`src/rtl/det_mem_arbiter.sv`:
```
// det_mem_arbiter
//   Round-robin arbiter that lets two determinant engines share one matrix
//   memory port. Ownership is granted per burst, so an engine can stream a
//   whole matrix read or write back its result without interleaving. Every
//   memory-side signal leaves this block from a register.
//
// Optional feature macro: DET_ARB_TIMEOUT_EN
//   When defined, a burst that reaches MAX_BURST granted cycles while the
//   other engine is waiting is forcibly released. When undefined, a burst
//   lasts until the owner flags its final access or drops its request.
//
// Ports:
//   clk, reset               rising-edge clock; asynchronous active-low reset
//   req0/1                   requester k wants memory ownership
//   rd0/1, wr0/1             read/write strobes from requester k
//   last0/1                  current access is the final one of the burst
//   i0/j0, i1/j1             row/column address from requester k
//   wdata0/1                 2N-bit write data from requester k
//   gnt0/1                   registered ownership grant (one-hot or zero)
//   rdata, rvalid0/1         registered read data and per-requester valid
//   mem_read, mem_write      registered memory strobes
//   mem_i, mem_j, mem_wdata  registered memory address and write data
//   mem_rdata                memory read data (combinational from mem_i/mem_j)
//   busy                     a grant is active
module det_mem_arbiter #(
   parameter int N         = 20,
   parameter int MAX_BURST = 64,
   parameter int CW        = 8
) (
   input  logic           clk,
   input  logic           reset,
   input  logic           req0,
   input  logic           req1,
   input  logic           rd0,
   input  logic           rd1,
   input  logic           wr0,
   input  logic           wr1,
   input  logic           last0,
   input  logic           last1,
   input  logic [N-1:0]   i0,
   input  logic [N-1:0]   j0,
   input  logic [N-1:0]   i1,
   input  logic [N-1:0]   j1,
   input  logic [2*N-1:0] wdata0,
   input  logic [2*N-1:0] wdata1,
   output logic           gnt0,
   output logic           gnt1,
   output logic [N-1:0]   rdata,
   output logic           rvalid0,
   output logic           rvalid1,
   output logic           mem_read,
   output logic           mem_write,
   output logic [N-1:0]   mem_i,
   output logic [N-1:0]   mem_j,
   output logic [2*N-1:0] mem_wdata,
   input  logic [N-1:0]   mem_rdata,
   output logic           busy
);

   // The burst counter must be able to represent MAX_BURST-1 without wrapping.
   if ((2 ** CW) <= MAX_BURST) begin : g_cw_check
      $error("det_mem_arbiter: CW too narrow for MAX_BURST");
   end

   typedef enum logic [1:0] {IDLE = 2'd0, OWN0 = 2'd1, OWN1 = 2'd2} state_t;

   state_t          state_reg, state_next;
   logic            ptr_reg, ptr_next;       // requester favoured on a tie
   logic [CW-1:0]   cnt_reg;                 // cycles spent in the current burst

   logic            own0, own1;
   logic            sel_rd, sel_wr, sel_last, sel_req, other_req;
   logic [N-1:0]    sel_i, sel_j;
   logic [2*N-1:0]  sel_wdata;
   logic            acc, timeout, release_now;

   logic            mem_read_reg, mem_write_reg;
   logic [N-1:0]    mem_i_reg, mem_j_reg;
   logic [2*N-1:0]  mem_wdata_reg;
   logic            rd_owner_reg;            // requester that issued the read in flight
   logic [N-1:0]    rdata_reg;
   logic            rvalid0_reg, rvalid1_reg;

   // ---------------- state register ----------------
   always_ff @(posedge clk or negedge reset) begin
      if (!reset) begin
         state_reg <= IDLE;
         ptr_reg   <= 1'b0;
         cnt_reg   <= '0;
      end else begin
         state_reg <= state_next;
         ptr_reg   <= ptr_next;
         // Cleared on every entry into an owned state, including a direct
         // OWN0 <-> OWN1 hand-over.
         if (state_next != IDLE && state_next != state_reg)
            cnt_reg <= '0;
         else if ((own0 | own1) && cnt_reg != '1)
            cnt_reg <= cnt_reg + 1'b1;
      end
   end

   // ---------------- next-state logic ----------------
   always_comb begin
      state_next = state_reg;
      ptr_next   = ptr_reg;
      case (state_reg)
         IDLE: begin
            if (req0 && (!req1 || !ptr_reg))
               state_next = OWN0;
            else if (req1)
               state_next = OWN1;
         end
         OWN0, OWN1: begin
            if (release_now) begin
               ptr_next   = own0;    // pointer moves to the other requester
               state_next = other_req ? (own0 ? OWN1 : OWN0) : IDLE;
            end
         end
         default: state_next = IDLE;
      endcase
   end

   // ---------------- output / owner-select logic ----------------
   always_comb begin
      own0      = (state_reg == OWN0);
      own1      = (state_reg == OWN1);
      sel_rd    = 1'b0;
      sel_wr    = 1'b0;
      sel_last  = 1'b0;
      sel_req   = 1'b0;
      other_req = 1'b0;
      sel_i     = i0;
      sel_j     = j0;
      sel_wdata = wdata0;
      if (own0) begin
         sel_rd    = rd0;
         sel_wr    = wr0;
         sel_last  = last0;
         sel_req   = req0;
         other_req = req1;
      end else if (own1) begin
         sel_rd    = rd1;
         sel_wr    = wr1;
         sel_last  = last1;
         sel_req   = req1;
         other_req = req0;
         sel_i     = i1;
         sel_j     = j1;
         sel_wdata = wdata1;
      end
      acc = sel_rd | sel_wr;
`ifdef DET_ARB_TIMEOUT_EN
      timeout = (own0 | own1) && (cnt_reg == CW'(MAX_BURST - 1)) && other_req;
`else
      timeout = 1'b0;
`endif
      // The access of the releasing cycle is still forwarded by the datapath.
      release_now = (acc & sel_last) | ~sel_req | timeout;
      gnt0 = own0;
      gnt1 = own1;
      busy = own0 | own1;
   end

   // ---------------- memory-side datapath ----------------
   always_ff @(posedge clk or negedge reset) begin
      if (!reset) begin
         mem_read_reg  <= 1'b0;
         mem_write_reg <= 1'b0;
         mem_i_reg     <= '0;
         mem_j_reg     <= '0;
         mem_wdata_reg <= '0;
         rd_owner_reg  <= 1'b0;
         rdata_reg     <= '0;
         rvalid0_reg   <= 1'b0;
         rvalid1_reg   <= 1'b0;
      end else begin
         // A simultaneous read and write forwards only the write.
         mem_read_reg  <= acc & ~sel_wr;
         mem_write_reg <= sel_wr;
         if (acc) begin
            mem_i_reg     <= sel_i;
            mem_j_reg     <= sel_j;
            mem_wdata_reg <= sel_wdata;
            rd_owner_reg  <= own1;
         end
         // Second stage: completes even if the issuing grant has since dropped.
         rvalid0_reg <= mem_read_reg & ~rd_owner_reg;
         rvalid1_reg <= mem_read_reg & rd_owner_reg;
         if (mem_read_reg)
            rdata_reg <= mem_rdata;
      end
   end

   assign mem_read  = mem_read_reg;
   assign mem_write = mem_write_reg;
   assign mem_i     = mem_i_reg;
   assign mem_j     = mem_j_reg;
   assign mem_wdata = mem_wdata_reg;
   assign rdata     = rdata_reg;
   assign rvalid0   = rvalid0_reg;
   assign rvalid1   = rvalid1_reg;

endmodule

```
`config.mk`:
```
export PLATFORM = sky130hd
export DESIGN_NAME = det_mem_arbiter
export DESIGN_NICKNAME = d
export VERILOG_FILES = /design/src/rtl/det_mem_arbiter.sv
export SDC_FILE = /design/constraint.sdc
export NUM_CORES = 1
export LEC_CHECK = 0
export CORE_MARGIN = 2
export CORE_UTILIZATION = 37
export DETAILED_ROUTE_END_ITERATION = 16
export GPL_ROUTABILITY_DRIVEN = 0
export PLACE_DENSITY = 0.91
export SLEW_MARGIN = 30
export SYNTH_ARGS = -nofsm -noshare
export SYNTH_HDL_FRONTEND = slang
export SYNTH_SLANG_ARGS = --single-unit
```
`constraint.sdc`:
```
create_clock -name clk -period 2.02 [get_ports clk]
set_clock_uncertainty 0.1 [all_clocks]
set_input_delay 0.303 -clock clk [delete_from_list [all_inputs] [get_ports clk]]
set_output_delay 0.303 -clock clk [all_outputs]
set_load 0.1 [all_outputs]
```
==> run metrics, run 1 <==
run status completed; data required time of the critical path 2.15 ns; Worst-path clk slew 0.07 ns; vias in the first global route 4,899; ANT nets after route 0; highest-delay cell along the critical path dfrtp_2; Startpoint Class flip-flop; Worst EP arrival 2.07 ns; CTS H-tree lvls 3; 1st-iter DRT viols 269; Worst Setup End Kind flip-flop; Main synth FF type dfrtp_1; most common cell in the netlist nand2_1; antenna fix cells 0; final hold viol count 0; Die Y 118 um; Clock Sinks 108; global-route usage over all layers 22.5%; die area 13,900 um2; Critical path buffers and inverters 2; Avg Vias per Cell 4.93; final setup violation count 0; flops & latches, synth roughly 110; Root Driver clkbuf_16; DP HPWL 11,600 um; Routed WL ~16,000 um; Core Region 12,600 um2; highest clock rate 516 MHz; Ys Warns 0; CTS tree built; layout cells sized above 1 21.6%; via count 4,913; num rows around 40; register area 2700 um2; global-route wire length before repair 25,000 um; Synth area leaders dfrtp_1 56%, nand2_1 13%, a31oi_1 10%, nor2_1 6.5%, mux2_2 4.7%; min-delay src rd_owner_reg$_DFFE_PN0P_; Mean Syn Cell Area 9.14 um2; RR Startpoint state_reg[1]$_DFFE_PN0P_; grt total ovfl 0; Multi-input gate area 1930 um2; CP startpoint state_reg[1]$_DFFE_PN0P_; clk_lat worst skew 0.34 ns; max FFs per register 40; Slew HR 61.4%; share of the synthesized area in the top cell type 56.5%; Syn Std Cell Area ~4800 um2; port buffer count around 300; Worst Tran Pin Value 0.578 ns; Pins Over Slew Limit 0; DR WL/cell 15.8 um; largest area contributor in the netlist dfrtp_1; Tmin final about 1.9 ns; RSZ-0062 raised after global routing no; asr flop ratio synth 100%; Slowest Stage Delay on Critical Path 0.46 ns; initial antenna violation count 0; Initial Util ~38%; drt drc 0; critical path type flip-flop to flip-flop; CP delay by family, top compound AO/OA/AOI/OAI gates; Critical Path Fanout Max 14; Die Wd ~120 um; number of synthesized flops with an enable pin 0; fin nets 1,013; Syn Inst Count 524; worst hold path type flip-flop to flip-flop; num ports 297; largest net degree at the start of global routing 109; max-cap violations 0; # fillers 994; CTS buffer count 9; crit-path cells inv_2 > ha_4 > nand2b_4 > buf_6 > o21a_1 > o211ai_2 > and2b_1 > a32o_1; crit share post-route 96.0%; Max Buffers Root-to-Sink 2; area grow syn2layout 72.8%; Pre-antenna DRT Iters 4; Seq/Total Area, Yosys 56.5%; most instantiated cells after synthesis 166 x nand2_1, 108 x dfrtp_1, 83 x nor2_1, 80 x a31oi_1, 24 x buf_2; fin util 65.5%; Unique masters post-synth 27; Mapped Nets 718
-- cell usage in the layout, fill, tap and decap left out, types with 3 or more instances in the layout --
cell type        netlist  routed
mux2_2                20      20
bufinv_16              0       3
buf_12                 0      12
clkbuf_16              0      10
clkdlybuf4s50_1        0     188
a22o_1                 3       3
nor2_1                83      83
nand2_1              166     166
dfrtp_1              108     107
buf_4                  0     119
a31oi_1               80      80
-- area by class of cell --
| type | count | share of cell area, % |
|---|---|---|
| clock buffer | 12 | 3.10 |
| clock inverter | 4 | 1.15 |
| sequential | 108 | 32.7 |
| multi-input combinational | 376 | 23.4 |
| inverter | 2 | 0.0908 |
| tap | 172 | 2.60 |
| timing repair buffer | 322 | 37.0 |
-- worst paths after layout --
path / to / slack [ns] / cells after the start
min in group asynchronous: rdata[5]$_DFFE_PN0P_ / 0.47 / 3
setup / recovery: state_reg[1]$_DFFE_PN0P_ / 0.08 / 8
hold / removal: rvalid0$_DFF_PN0_ / 0.38 / 1
hold reg to reg: rvalid0$_DFF_PN0_ / 0.38 / 1
max in group asynchronous: mem_j[12]$_DFFE_PN0P_ / 0.90 / 3
setup reg to reg: state_reg[1]$_DFFE_PN0P_ / 0.08 / 8
-- stage by stage --
step                      hold slack, ns  cells  setup TNS [ns]  setup slack, ns  cell area [um2]
after global routing               0.401    996               0        0.0000879             8270
after floorplan                  -0.0926    524          -0.145          -0.0724             4810
after global placement             0.322    973               0            0.119             7840
after detailed placement           0.327    973               0           0.0405             7840
final                              0.377    996               0           0.0817             8270
after CTS                          0.384    990               0           0.0272             8200
-- cells by family after synthesis --
kind of cell,Yosys count,share of synthesized area (%)
adder cells (fa/ha/maj),4,1.05
AO/OA/AOI/OAI,96,13.1
multiplexers,20,4.70
buffers and inverters,40,4.08
AND/OR/NAND/NOR,256,20.6
flip-flops,108,56.5
-- repair_timing --
action / CTS / global route
setup buffers: 0 / 5
resized for setup: 0 / 3
hold buffers: 1 / 0
endpoints found under the hold margin: 108 / 0
setup endpoints to repair: 0 / 39
-- metal layers --
metal	vias up	track usage, %	routed length (um)
li1	2355	-	-
met1	2326	25.7	6170
met2	216	40.6	8200
met3	16	6.06	1150
met4	0	7.30	248
met5	-	0	0
Power of run 1 is not shown: default switching activity piles up to over one toggle a cycle in this logic, so the estimate is an artifact.
==> run 2: changes to the inputs <==
Settings changed: CORE_AREA set to 2 2 114 116, CORE_MARGIN 2 to unset, CORE_UTILIZATION 37 to unset, DIE_AREA set to 0 0 116 118, DONT_BUFFER_PORTS set to 1, PLACE_DENSITY 0.91 to 0.63.
==> run metrics, run 2 (synthesis results as in run 1) <==
CTS buffer count 9; final hold viol count roughly 110; Initial Util approximately two fifths; critical path type flip-flop to primary output; initial antenna violation count 1; Worst Tran Pin Value 0.949 ns; CTS tree built; commonest cells after routing, fill and taps aside 166 x nand2_1, 124 x dlygate4sd3_1, 107 x dfrtp_1, 90 x buf_4, 83 x nor2_1; antenna fix cells 0; Root Driver clkbuf_16; run status finished with violations; area grow syn2layout 50.5%; Pins Over Slew Limit 0; Critical Path Fanout Max 4; CTS H-tree lvls 3; DP HPWL about 9700 um; global-route usage over all layers 22.4%; most common cell after layout, fill and taps aside nand2_1; Tmin final 1.94 ns; crit share post-route 95.8%; Max Buffers Root-to-Sink 2; num ports 297; max-cap violations 0; data required time of the critical path 1.62 ns; Die Y approximately 120 um; worst hold path type input port to async pin; final setup violation count 0; drt drc 0; grt total ovfl 0; Startpoint Class flip-flop; highest-delay cell along the critical path dfrtp_1; clk_lat worst skew 0.34 ns; layout cells sized above 1 around 20%; Slew HR 36.7%; global-route wire length before repair 23,900 um; Hold WS -0.455 ns; largest net degree at the start of global routing 109; Inst Count DP around 750; Clock Sinks approximately 110; max FFs per register 40; Slowest Stage Delay on Critical Path around 0.44 ns; die area 13,700 um2; highest clock rate 517 MHz; port buffer count 0; post-route insts no fill ~900; Worst EP arrival roughly 1.5 ns; # fillers a little over 1,000; crit-path cells inv_1 > ha_2 > buf_6; Avg Vias per Cell 5.26; ANT nets after route 0; failing checks hold timing; RSZ-0062 raised after global routing no; Routed WL 16,200 um; vias in the first global route 4,883; via count 4,714; Core Region roughly 12,000 um2; Die Wd 116 um; Worst-path clk slew 0.07 ns; Worst Setup End Kind primary output; num rows 41; Pre-antenna DRT Iters 6; fin nets 913; DR WL/cell 18.0 um; 1st-iter DRT viols slightly above 300
==> run 2: through the flow <==
step	hold WS (ns)	setup slack [ns]	setup TNS (ns)	utilization, %	instance area (um2)
3_5_place_dp	-0.0904	0.132	0	45.2	5610
3_3_place_gp	-0.0902	0.202	0	45.2	5610
2_1_floorplan	-0.0926	-0.0724	-0.145	-	4810
5_1_grt	-0.479	0.0333	0	58.1	7210
4_1_cts	-0.471	0.0118	0	57.3	7110
6_report	-0.455	0.0841	0	58.1	7210
==> run 2: cell type report <==
cell class                 instances  area (um2)  share of cell area (%)
clock buffer                      11         243                    3.37
clock inverter                     5        36.3                   0.503
inverter                           2        7.51                   0.104
multi-input combinational        376        1930                    26.8
sequential                       108        2700                    37.5
tap                              172         215                    2.99
timing repair buffer             222        2070                    28.7
==> run 2: repair_timing <==
item,CTS,global route
endpoints found under the hold margin,189,110
hold buffers,122,2
endpoints found under the setup margin,0,19
resized for setup,0,2
setup buffers,0,2
==> run 2: critical path: cells and delay by family (launching register included) <==
| family | cells | cell delay, ns |
|---|---|---|
| DFF | 1 | 0.44 |
| adders and majority gates | 1 | 0.38 |
| buffers and inverters | 2 | 0.36 |
==> run 2: per-layer routing <==
layer  part of all wire [%]  GRT usage [%]  up-vias
met5                      0              0        -
met2                     52           40.9      273
met1                     35           22.6     2243
met3                     10           7.47       47
li1                       -              -     2151
met4                    2.9           9.90        0
==> run 2: worst paths after layout <==
kind	endpoint	start	cells after the start	slack, ns
max	busy	state_reg[0]$_DFFE_PN0P_	3	0.08
max in group asynchronous	mem_read$_DFF_PN0_	reset	0	2.06
min in group clk	mem_wdata[25]$_DFFE_PN0P_	wdata0[25]	2	0.01
max reg2reg	mem_wdata[16]$_DFFE_PN0P_	state_reg[0]$_DFFE_PN0P_	6	0.12
min reg2reg	rvalid0$_DFF_PN0_	rd_owner_reg$_DFFE_PN0P_	1	0.34
min	rdata[1]$_DFFE_PN0P_	reset	0	-0.46
Power of run 2 is left out for the same reason.
==> run 3: changes to the inputs <==
Settings changed: CORE_AREA 2 2 114 116 to 2 2 115 117, DIE_AREA 0 0 116 118 to 0 0 117 119, PLACE_DENSITY 0.63 to 0.62.
==> run metrics, run 3 (synthesis results as in run 1) <==
Worst Tran Pin Value 0.967 ns; num ports about 300; final setup violation count 0; Setup Total Neg Slack 0 ns; grt total ovfl 0; Hold WS -0.455 ns; commonest cells after routing, fill and taps aside 166 x nand2_1, 138 x dlygate4sd3_1, 107 x dfrtp_1, 91 x buf_4, 83 x nor2_1; post-route insts no fill 914; Worst-path clk slew 0.07 ns; GRT met2 Usage between 30% and 40%; highest-delay cell along the critical path dfrtp_1; Routed WL 15,900 um; vias in the first global route 4,767; CTS tree built; Worst EP arrival roughly 1.5 ns; Critical path buffers and inverters 2; Tmin final 1.93 ns; GR peak layer met2; layout cells sized above 1 19.4%; # fillers 1,041; fin nets 928; Die Y ~120 um; Pins Over Slew Limit 0; antenna fix cells 0; Die Wd between 100 and 150 um; DR WL/cell 17.4 um; Root Driver clkbuf_16; Worst Setup End Kind primary output; crit-path cells inv_1 > ha_2 > buf_6; CTS H-tree lvls 3; most common cell after layout, fill and taps aside nand2_1; pre-CTS setup slack 0.0561 ns; RSZ-0062 raised after global routing no; data required time of the critical path ~1.6 ns; Critical Path Fanout Max 4; Pre-antenna DRT Iters 5; 1st-iter DRT viols ~270; area grow syn2layout 53.5%; initial antenna violation count 0; Core Region 12,900 um2; GR Util met1 23.2%; Final WS setup 0.0864 ns; run status finished with violations; crit share post-route 95.7%; max-cap violations 0; worst hold path type input port to async pin; Inst Count DP roughly 760; CP delay by family, top flip-flops; largest net degree at the start of global routing 109; Slew HR 35.5%; port buffer count 0; final hold viol count between 100 and 150; critical path type flip-flop to primary output; Hold Buf Count CTS between 100 and 150; drt drc 0; highest clock rate around 520 MHz; global-route usage over all layers 21.5%; Clock Sinks 108; ANT nets after route 0; clk_lat worst skew 0.35 ns; met3 Track Usage GR 4.94%; Avg Vias per Cell 5.22; num rows 42; Initial Util 37.2%; max FFs per register 40; CTS buffer count 9; DP HPWL 9250 um; global-route wire length before repair roughly 23,000 um; failing checks hold timing; fin util 57.1%; via count between 4,000 and 5,000; Slowest Stage Delay on Critical Path 0.44 ns; Startpoint Class flip-flop; die area 13,900 um2; Max Buffers Root-to-Sink 2
==> run 3: per-layer routing <==
| layer | wire length, um | up-vias |
|---|---|---|
| met5 | 0 | - |
| met1 | 5870 | 2256 |
| met2 | 8140 | 289 |
| met4 | 614 | 0 |
| li1 | - | 2175 |
| met3 | 1290 | 47 |
==> run 3: path summary, 6_finish.rpt <==
| check | slack (ns) | cells after the start | start | endpoint |
|---|---|---|---|---|
| min in group clk | 0.02 | 2 | wdata0[4] | mem_wdata[4]$_DFFE_PN0P_ |
| min | -0.46 | 0 | reset | rdata[18]$_DFFE_PN0P_ |
| max in group asynchronous | 2.14 | 0 | reset | mem_j[7]$_DFFE_PN0P_ |
| min reg2reg | 0.33 | 1 | rd_owner_reg$_DFFE_PN0P_ | rvalid0$_DFF_PN0_ |
| max | 0.09 | 3 | state_reg[0]$_DFFE_PN0P_ | busy |
| max reg2reg | 0.12 | 8 | state_reg[1]$_DFFE_PN0P_ | ptr_reg$_DFFE_PN0P_ |
==> run 3: layout make-up <==
type	count	area (um2)	share of cell area, %
Sequential cell	108	2700	36.8
Timing Repair Buffer	237	2210	30.1
Clock inverter	5	37.5	0.511
Multi-Input combinational cell	376	1930	26.3
Clock buffer	10	239	3.25
Inverter	2	7.51	0.102
Tap cell	176	220	3.00
==> run 3: per-stage QoR <==
stage | area, um2 | hold WS (ns)
finish | 7350 | -0.455
global route | 7350 | -0.478
CTS | 7260 | -0.477
detailed placement | 5600 | -0.0894
global placement | 5600 | -0.0896
floorplan | 4810 | -0.0926
==> run 3: what timing repair did <==
action | 4_1_cts | 5_1_grt
endpoints found under the hold margin | 191 | 108
buffers inserted | 0 | 2
endpoints found under the setup margin | 0 | 8
resized for setup | 0 | 3
Power of run 3 is left out for the same reason.
